`src/rtl/fp_addsub_mc.sv`:
```
// Multi-cycle IEEE-754 adder/subtractor: one operation in flight, fixed 4-cycle latency,
// FTZ on subnormal inputs, round-to-nearest-even, special values and exception flags.
//
// state | meaning
// ------+----------------------------------------------------------------
// IDLE  | ready for operands; captures a, b, op_sub on in_valid
// ALIGN | unpack, flush subnormals, swap, align smaller significand; detect specials
// ADD   | magnitude add or subtract with carry-out
// NORM  | carry shift-right or leading-zero shift-left, exponent adjust
// ROUND | RNE, renormalise, exponent range checks, pack result and flags
// DONE  | result/flags presented and held until out_ready
module fp_addsub_mc #(
  parameter int EXP_W = 8,
  parameter int MAN_W = 23
) (
  input  logic                   clk,
  input  logic                   rst_n,
  input  logic                   in_valid,
  output logic                   in_ready,
  input  logic [EXP_W+MAN_W:0]   a,
  input  logic [EXP_W+MAN_W:0]   b,
  input  logic                   op_sub,
  output logic                   out_valid,
  input  logic                   out_ready,
  output logic [EXP_W+MAN_W:0]   result,
  output logic [3:0]             flags
);

  localparam int W   = 1 + EXP_W + MAN_W;
  localparam int SW  = MAN_W + 4;       // hidden | mantissa | G | R | S
  localparam int EW  = EXP_W + 2;       // signed exponent with headroom both ways
  localparam int SHW = $clog2(SW);
  localparam logic [EXP_W-1:0] EXP_MAX = '1;

  typedef enum logic [2:0] {
    S_IDLE, S_ALIGN, S_ADD, S_NORM, S_ROUND, S_DONE
  } state_t;

  state_t state_q, state_d;

  logic [W-1:0]           a_q, a_d, b_q, b_d;
  logic                   sub_q, sub_d;
  logic [SW-1:0]          big_q, big_d, small_q, small_d;
  logic signed [EW-1:0]   exp_q, exp_d;
  logic                   sign_q, sign_d, eff_sub_q, eff_sub_d;
  logic                   spec_q, spec_d;
  logic [W-1:0]           spec_res_q, spec_res_d;
  logic [3:0]             spec_flg_q, spec_flg_d;
  logic [SW:0]            sum_q, sum_d;
  logic [SW-1:0]          norm_q, norm_d;
  logic                   zero_q, zero_d;
  logic [W-1:0]           result_q, result_d;
  logic [3:0]             flags_q, flags_d;

  // Alignment / special-value decode
  logic                 sa, sb, a_zero, b_zero, a_inf, b_inf, a_nan, b_nan, a_big;
  logic [EXP_W-1:0]     ea, eb, e_big, e_small, diff;
  logic [SW-1:0]        sig_a, sig_b, sig_big, sig_small, small_sh;
  logic [SHW-1:0]       sh;
  logic [W-1:0]         qnan, al_spec_res;
  logic [3:0]           al_spec_flg;
  logic                 al_spec;

  always_comb begin : p_align
    sa      = a_q[W-1];
    sb      = b_q[W-1] ^ sub_q;
    ea      = a_q[W-2:MAN_W];
    eb      = b_q[W-2:MAN_W];
    a_zero  = (ea == '0);
    b_zero  = (eb == '0);
    a_inf   = (ea == EXP_MAX) && (a_q[MAN_W-1:0] == '0);
    b_inf   = (eb == EXP_MAX) && (b_q[MAN_W-1:0] == '0);
    a_nan   = (ea == EXP_MAX) && (a_q[MAN_W-1:0] != '0);
    b_nan   = (eb == EXP_MAX) && (b_q[MAN_W-1:0] != '0);
    sig_a   = a_zero ? '0 : {1'b1, a_q[MAN_W-1:0], 3'b000};
    sig_b   = b_zero ? '0 : {1'b1, b_q[MAN_W-1:0], 3'b000};
    a_big   = {ea, sig_a} >= {eb, sig_b};
    e_big     = a_big ? ea : eb;
    e_small   = a_big ? eb : ea;
    sig_big   = a_big ? sig_a : sig_b;
    sig_small = a_big ? sig_b : sig_a;
    diff      = e_big - e_small;
    sh        = (int'(diff) > SW - 1) ? SHW'(SW - 1) : SHW'(diff);
    // Saturating at SW-1 parks the hidden bit in the sticky position.
    small_sh  = (sig_small >> sh) | SW'(|(sig_small & ~({SW{1'b1}} << sh)));

    qnan                 = '0;
    qnan[W-2:MAN_W]      = '1;
    qnan[MAN_W-1]        = 1'b1;
    al_spec     = 1'b0;
    al_spec_res = '0;
    al_spec_flg = 4'b0000;
    if (a_nan || b_nan) begin
      al_spec     = 1'b1;
      al_spec_res = qnan;
    end else if (a_inf && b_inf && (sa != sb)) begin
      al_spec     = 1'b1;
      al_spec_res = qnan;
      al_spec_flg = 4'b1000;
    end else if (a_inf) begin
      al_spec     = 1'b1;
      al_spec_res = {sa, EXP_MAX, {MAN_W{1'b0}}};
    end else if (b_inf) begin
      al_spec     = 1'b1;
      al_spec_res = {sb, EXP_MAX, {MAN_W{1'b0}}};
    end
  end

  // Leading-zero count of the uncarried sum
  logic [SHW-1:0] lz;

  always_comb begin : p_lzc
    lz = '0;
    for (int i = 0; i < SW; i++) begin
      if (sum_q[i]) lz = SHW'(SW - 1 - i);
    end
  end

  // Rounding and packing
  logic                 g_bit, r_bit, s_bit, lsb_bit, inexact, inc;
  logic [MAN_W+1:0]     rnd;
  logic [MAN_W-1:0]     man_r;
  logic signed [EW-1:0] exp_r;
  logic [W-1:0]         pack_res;
  logic [3:0]           pack_flg;

  always_comb begin : p_round
    g_bit   = norm_q[2];
    r_bit   = norm_q[1];
    s_bit   = norm_q[0];
    lsb_bit = norm_q[3];
    inexact = g_bit | r_bit | s_bit;
    inc     = g_bit & (r_bit | s_bit | lsb_bit);
    rnd     = {1'b0, norm_q[SW-1:3]} + (MAN_W+2)'(inc);
    man_r   = rnd[MAN_W+1] ? rnd[MAN_W:1] : rnd[MAN_W-1:0];
    exp_r   = exp_q + $signed(EW'(rnd[MAN_W+1]));
    if (spec_q) begin
      pack_res = spec_res_q;
      pack_flg = spec_flg_q;
    end else if (zero_q) begin
      pack_res = {sign_q, {(W-1){1'b0}}};
      pack_flg = 4'b0000;
    end else if (exp_r >= $signed({2'b00, EXP_MAX})) begin
      pack_res = {sign_q, EXP_MAX, {MAN_W{1'b0}}};
      pack_flg = 4'b0101;
    end else if (exp_r <= 0) begin
      pack_res = {sign_q, {(W-1){1'b0}}};
      pack_flg = 4'b0011;
    end else begin
      pack_res = {sign_q, exp_r[EXP_W-1:0], man_r};
      pack_flg = {3'b000, inexact};
    end
  end

  always_comb begin : p_next
    state_d    = state_q;
    a_d        = a_q;
    b_d        = b_q;
    sub_d      = sub_q;
    big_d      = big_q;
    small_d    = small_q;
    exp_d      = exp_q;
    sign_d     = sign_q;
    eff_sub_d  = eff_sub_q;
    spec_d     = spec_q;
    spec_res_d = spec_res_q;
    spec_flg_d = spec_flg_q;
    sum_d      = sum_q;
    norm_d     = norm_q;
    zero_d     = zero_q;
    result_d   = result_q;
    flags_d    = flags_q;
    case (state_q)
      S_IDLE: begin
        if (in_valid) begin
          a_d     = a;
          b_d     = b;
          sub_d   = op_sub;
          state_d = S_ALIGN;
        end
      end
      S_ALIGN: begin
        big_d      = sig_big;
        small_d    = small_sh;
        exp_d      = $signed(EW'(e_big));
        sign_d     = a_big ? sa : sb;
        eff_sub_d  = sa ^ sb;
        spec_d     = al_spec;
        spec_res_d = al_spec_res;
        spec_flg_d = al_spec_flg;
        state_d    = S_ADD;
      end
      S_ADD: begin
        sum_d   = eff_sub_q ? ({1'b0, big_q} - {1'b0, small_q})
                            : ({1'b0, big_q} + {1'b0, small_q});
        state_d = S_NORM;
      end
      S_NORM: begin
        zero_d = 1'b0;
        if (sum_q[SW]) begin
          norm_d = {sum_q[SW:2], sum_q[1] | sum_q[0]};
          exp_d  = exp_q + EW'(1);
        end else if (sum_q[SW-1:0] == '0) begin
          // Exact cancellation is +0; only a true add of two -0 keeps the sign.
          zero_d = 1'b1;
          norm_d = '0;
          if (eff_sub_q) sign_d = 1'b0;
        end else begin
          norm_d = sum_q[SW-1:0] << lz;
          exp_d  = exp_q - $signed(EW'(lz));
        end
        state_d = S_ROUND;
      end
      S_ROUND: begin
        result_d = pack_res;
        flags_d  = pack_flg;
        state_d  = S_DONE;
      end
      S_DONE: begin
        if (out_ready) state_d = S_IDLE;
      end
      default: state_d = S_IDLE;
    endcase
  end

  always_ff @(posedge clk or negedge rst_n) begin
    if (!rst_n) begin
      state_q    <= S_IDLE;
      a_q        <= '0;
      b_q        <= '0;
      sub_q      <= 1'b0;
      big_q      <= '0;
      small_q    <= '0;
      exp_q      <= '0;
      sign_q     <= 1'b0;
      eff_sub_q  <= 1'b0;
      spec_q     <= 1'b0;
      spec_res_q <= '0;
      spec_flg_q <= '0;
      sum_q      <= '0;
      norm_q     <= '0;
      zero_q     <= 1'b0;
      result_q   <= '0;
      flags_q    <= '0;
    end else begin
      state_q    <= state_d;
      a_q        <= a_d;
      b_q        <= b_d;
      sub_q      <= sub_d;
      big_q      <= big_d;
      small_q    <= small_d;
      exp_q      <= exp_d;
      sign_q     <= sign_d;
      eff_sub_q  <= eff_sub_d;
      spec_q     <= spec_d;
      spec_res_q <= spec_res_d;
      spec_flg_q <= spec_flg_d;
      sum_q      <= sum_d;
      norm_q     <= norm_d;
      zero_q     <= zero_d;
      result_q   <= result_d;
      flags_q    <= flags_d;
    end
  end

  assign in_ready  = (state_q == S_IDLE);
  assign out_valid = (state_q == S_DONE);
  assign result    = result_q;
  assign flags     = flags_q;

endmodule

```
`config.mk`:
```
export PLATFORM = sky130hd
export DESIGN_NAME = fp_addsub_mc
export DESIGN_NICKNAME = d
export VERILOG_FILES = /design/src/rtl/fp_addsub_mc.sv
export SDC_FILE = /design/constraint.sdc
export NUM_CORES = 1
export LEC_CHECK = 0
export ABC_AREA = 1
export BUFFER_PORTS_ARGS = -buffer_cell sky130_fd_sc_hd__buf_4
export CAP_MARGIN = 20
export CELL_PAD_IN_SITES_DETAIL_PLACEMENT = 0
export CELL_PAD_IN_SITES_GLOBAL_PLACEMENT = 2
export CORE_AREA = 2 2 233 235
export CTS_CLUSTER_DIAMETER = 50
export CTS_CLUSTER_SIZE = 30
export DETAILED_ROUTE_END_ITERATION = 6
export DIE_AREA = 0 0 235 237
export PLACE_DENSITY_LB_ADDON = 0.08
export SYNTH_ARGS = -nofsm -noshare
export SYNTH_HDL_FRONTEND = slang
export SYNTH_SLANG_ARGS = --single-unit
```
`constraint.sdc`:
```
create_clock -name clk -period 4.35 [get_ports clk]
set_clock_uncertainty 0.1 [all_clocks]
set_input_delay 0.435 -clock clk [delete_from_list [all_inputs] [get_ports clk]]
set_output_delay 0.435 -clock clk [all_outputs]
set_load 0.01 [all_outputs]
```
; Yosys cells after proc, flatten, opt, wreduce, memory -nomap -nowiden
; Cells that the tools add are included.
[totals]
elab_cells = 146
rom_bits = 0
latch_bits = 0
memories = 0
out_inout_bits = 38
ramBits = 0
reg_bits = 263
inputBits = 69
[op_classes]
div = 0
n_addsub = 7
multipliers = 0
reduce_logical = 21
n_eq_ne = 14
bitwise = 11
n_lt_le_gt_ge = 4
muxes = 69
shifts = 3
[ops]
columns = operator, n
row1 = $mux W27, 6
row2 = $mux W32, 5
row3 = $mux W5, 28
row4 = $mux W31, 3
row5 = $logic_not A23 Y1, 2
row6 = $reduce_bool A23 Y1, 2
row7 = $ge A35 B35 Y1, 1
row8 = $add A27 B27 Y28, 1
row9 = $mux W28, 1
row10 = $sub A27 B27 Y28, 1
row11 = $and A27 B27 Y27, 1
row12 = $logic_not A27 Y1, 1
row13 = $not A27 Y27, 1
row14 = $or A27 B1 Y27, 1
row15 = $reduce_or A27 Y1, 1
row16 = $shl A27 B5 Y27, 1
row17 = $shl A27 B5 Y27 const A, 1
row18 = $shr A27 B5 Y27, 1
row19 = $add A24 B1 Y25, 1
row20 = $mux W23, 1
row21 = $mux W10, 2
row22 = $pmux W10 S2, 1
row23 = $pmux W3 S6, 1
row24 = $eq A8 B8 Y1 const B, 2
row25 = other kinds (30), 63

; Depth between registers and ports, before layout
[logic_depth]
depth_word = 31
ltp_mapped = 43
depth_no_buf = 43

; Least setup slack after synthesis
; No wires, ideal clock.
[synth_timing]
path_type = reg2reg
startpoint = register norm_q[2]
endpoint = register result_q[5] (netlist: result[5])
setup_ns = 0.110
path_slack_ns = -0.382
t_arrival_ns = 4.521
path_stages_with_launch = 36
synth_period_minus_slack_ns = 4.732
path_buffers = 0
path_cell_list = dfrtp_1 -> nand2_1 -> inv_1 -> ha_1 -> nand3_1 -> nor2_1 -> nand2_1 -> nor2_1 -> inv_1 -> nor2_1 -> nand4_1 -> nor2_1 -> nand4_1 -> nor2_1 -> nand2_1 -> nor2_1 -> inv_1 -> nor2_1 -> nand3_1 -> inv_1 -> ha_1 -> nand2_1 -> nor2_1 -> nand4_1 -> nor2_1 -> xor2_1 -> inv_1 -> nand4_1 -> nor2_1 -> nand3_1 -> nand2_1 -> inv_1 -> nand2_1 -> nor2_1 -> inv_1 -> o41ai_1
[synth_between]
elab_chain_len = 8
word_cells_on_any_way = 10
cone_classes = add/sub: 2 / order compare: 2 / mux: 5 / bitwise: 1
[synth_rtl]
columns = item, line_no
row1 = start: declaration, 50  ; logic [SW-1:0] norm_q, norm_d;
row2 = start signal: assignment, 259  ; norm_q <= norm_d;
row3 = $and A1 B1 Y1 *, 133  ; inc = g_bit & (r_bit | s_bit | lsb_bit);
row4 = $add A24 B1 Y25 *, 134  ; rnd = {1'b0, norm_q[SW-1:3]} + (MAN_W+2)'(inc);
row5 = $add A10 B2 Y10, 136  ; exp_r = exp_q + $signed(EW'(rnd[MAN_W+1]));
row6 = $le A10 B1 Y1, 146  ; end else if (exp_r <= 0) begin
row7 = $mux W31, 146
row8 = $mux W31 *, 143  ; end else if (exp_r >= $signed({2'b00, EXP_MAX})) begin
row9 = $mux W31 *, 140  ; end else if (zero_q) begin
row10 = $mux W32 *, 137  ; if (spec_q) begin
row11 = end signal: assignment, 261  ; result_q <= result_d;
row12 = end: declaration, 52  ; logic [W-1:0] result_q, result_d;
; Every way passes the cells marked *; elsewhere a longest branch is shown, timed or not.
; A chain may end at the register's enable or synchronous reset.

; Worst setup path in the final report
[layout_timing]
startpoint = register a_q[27]
endpoint = register exp_q[0]
[layout_between]
elab_chain_len = 5
[layout_rtl]
columns = item, line_no
row1 = start: declaration, 41  ; logic [W-1:0] a_q, a_d, b_q, b_d;
row2 = start signal: assignment, 229  ; a_q <= '0;
row3 = start signal: assignment, 247  ; a_q <= a_d;
row4 = $logic_not A8 Y1, 69  ; a_zero = (ea == '0);
row5 = $mux W27, 75  ; sig_a = a_zero ? '0 : {1'b1, a_q[MAN_W-1:0], 3'b000};
row6 = $ge A35 B35 Y1 *, 77  ; a_big = {ea, sig_a} >= {eb, sig_b};
row7 = $mux W8 *, 78  ; e_big = a_big ? ea : eb;
row8 = $pmux W10 S2 *, 173  ; case (state_q)
row9 = end signal: assignment, 252  ; exp_q <= exp_d;
row10 = end: declaration, 44  ; logic signed [EW-1:0] exp_q, exp_d;
; Marked as above.

==> metrics.txt <==
die height 237 um; Synth Area in Simple Gates 0.311; top cells by count, synth nand2_1 (579), nand3_1 (295), inv_1 (267); row cnt 85; I/O pin count 107; first-pass GRT wire length 109000 um; GPL Wtd Cong 0.937; r2r setup slk -0.50 ns; Synth top area share 0.337; top post-synthesis cells by area dfrtp_1 (34%), nand2_1 (13%), nand3_1 (8.8%); Final #Nets 3058; Die W 235 um; met2 WL 36700 um; main combinational cell family by area after synthesis simple AND/OR/NAND/NOR gates; CP max FO 7; hold worst-path end b_q[31]; unique cell type count in the Yosys netlist 54; count leader, synth nand2_1; Synth async-reset ratio 1.00; Slew Limit Fails 0; post-route DRC violation count 1; Crit path buffers/inverters 21; fin area 24100 sq um; drt wl/cell 19.5 um; DRT Pass-1 Iters 7; H-tree level count 2; Final ANT Viol Nets 0; via count 18.7k; die area 55700 sq um; routed length on met3 2340 um; Synth Area in Adders 0.0554; vias in the first global route 18.7k; number of synthesized register bits 227; total negative slack -7.81 ns; crit-path max cell delay 0.38 ns; Post-Synthesis Cell Area 16800 sq um; dominant synthesized flop cell dfrtp_1; xor/xnor share of the synthesized area 0.0395; area fraction in compound gates after synthesis 0.160; syn_area_per_cell 6.86 sq um; routed wire length 71000 um; IO buf count 106; cts bufs inserted 37; GR Util All Layers 0.250; initial antenna violation count 0; post-synthesis sequential area ratio 0.337; core area 53300 sq um; cells on worst reg2reg path 35; Final period util 1.11; most used cell, CP buf_4; Root Driver clkbuf_16; crit path DAT 5.24 ns; layout cells sized above 1 0.290; CTS tree built; Worst-Skew Late Latency 0.56 ns; YS warnings 0; mux contribution to synthesized area 0.0100; CP top delay family buffers and inverters; Final setup viols 32; final setup margin -0.498 ns; Worst Setup Start Kind flop; Initial Util 0.316; largest net degree at the start of global routing 103; WL met1 29600 um; Hold Path Origin b[31]; failing checks DRC, setup timing; worst-margin pin slew 0.991 ns; Max-slew headroom 0.339; drt via density 5.13; # clock sinks 227; Area after DPL 20400 sq um; critical path's slowest cell dfrtp_1; CTS max path bufs 3; CTS clock-pin slew for the worst setup and hold paths 0.06 ns; Post-DP HPWL 54500 um; min cycle time layout 4.85 ns; Critical Path Start a_q[27]; CP required 4.74 ns; status finished with violations; fmax 206 MHz; crit end category flop; Antenna Diode Count 0; remaining global-route overflow 0; RSZ-0062 raised after global routing true; worst hold margin 0.0270 ns; largest area contributor in the netlist dfrtp_1; crit path kind flop to flop; reg-to-reg critical path startpoint a_q[27]; final core utilization 0.453; # Max-Cap Violations 0; hold depth 2; Iter 0 DRT Violations 1191; Hold Path Class input port to flop; Synth Net Count 2599; area grow syn2layout 43.3%; Final Hold Viols 0; Cells after Synth 2456; max layer used met4; EDFF count, synth 0; Crit Reg-Reg Endpoint exp_q[0]
per-stage QoR:
step / instances / setup WS, ns
2_1_floorplan: 2456 / 0.0156
3_3_place_gp: 3446 / -0.588
3_5_place_dp: 3446 / -0.636
4_1_cts: 3610 / -0.327
5_1_grt: 3638 / -0.691
6_report: 3638 / -0.498
placed cells by master (no fill, tap or decap), types with 7 or more instances in the layout:
cell           instances
nand2_1              506
buf_4                467
inv_1                249
nand3_1              243
dfrtp_1              227
nor2_1               206
a21oi_1              160
o21ai_0              113
ha_1                  60
nand2_2               56
xor2_1                50
nand3_2               45
nand4_1               41
clkbuf_16             38
o21ai_2               28
o21a_1                28
xnor2_1               23
o221ai_1              23
o21ai_1               21
nor3_1                20
a21oi_2               20
nor2_4                19
nand2_4               19
buf_6                 19
o211ai_1              17
dlygate4sd3_1         17
nor4_1                15
inv_2                 15
mux2_2                15
ha_4                  13
a22oi_1               11
o22ai_1               10
nor2_2                 9
a32o_1                 9
buf_12                 9
nand3_4                8
nor3_2                 7
o31ai_1                7
nand3b_1               7
kinds of logic (layout without fill, tap and decap cells):
logic type               after synthesis  after routing
XOR/XNOR                              76             76
flip-flops                           227            227
AND/OR/NAND/NOR                     1220           1221
AO/OA/AOI/OAI                        467            467
buffers and inverters                377            862
multiplexers                          15             15
adder cells (fa/ha/maj)               74             74
final cells by class:
type / count / area, sq um
sequential: 227 / 5680
clock inverter: 25 / 338
timing repair buffer: 519 / 4220
multi-input combinational: 1853 / 11000
clock buffer: 41 / 971
tap: 696 / 871
fill: 5475 / 29100
inverter: 277 / 1070
worst max path at each step:
| stage | endpoint | cells after the start |
|---|---|---|
| 4_1_cts | small_q[2] | 36 |
| 6_report | exp_q[0] | 35 |
| 5_1_grt | exp_q[0] | 35 |
| 2_1_floorplan | result[5] | 35 |
| 3_5_place_dp | small_q[7] | 36 |
| 3_3_place_gp | small_q[7] | 34 |
worst reg2reg max path: cells and delay by family, from the launching register on:
kind                       cells  cell delay, ns
buffers and inverters         21            2.57
and+or+nand+nor               12            1.36
DFF                            1            0.38
adders and majority gates      1            0.29
AOI/OAI and AO/OA              1            0.11
sequential cells by signal, summed over array words and instances, names as in the netlist:
signal / cells
a_q: 32
b_q: 32
result: 32
sum_q: 28
norm_q: 27
small_q: 27
big_q: 24
exp_q: 10
flags: 4
spec_res_q: 3
state_q: 3
eff_sub_q: 1
sign_q: 1
spec_flg_q: 1
sub_q: 1
zero_q: 1
what timing repair did:
item | 4_1_cts | 5_1_grt
setup buffers | 77 | 31
endpoints found under the setup margin | 56 | 68
hold endpoints to repair | 115 | 0
resized for setup | 161 | 206
pin swaps | 81 | 109
cloned | 4 | 2
hold buffers | 17 | 0
layer usage:
metal / global-route usage / vias up
met5: 0 / -
met4: 0.0784 / 0
met3: 0.0272 / 118
met2: 0.458 / 374
met1: 0.306 / 8997
li1: - / 9169
Power is left out: the tool's default activity adds up to more than one toggle a clock period on the data nets, which glitch-free logic cannot reach.
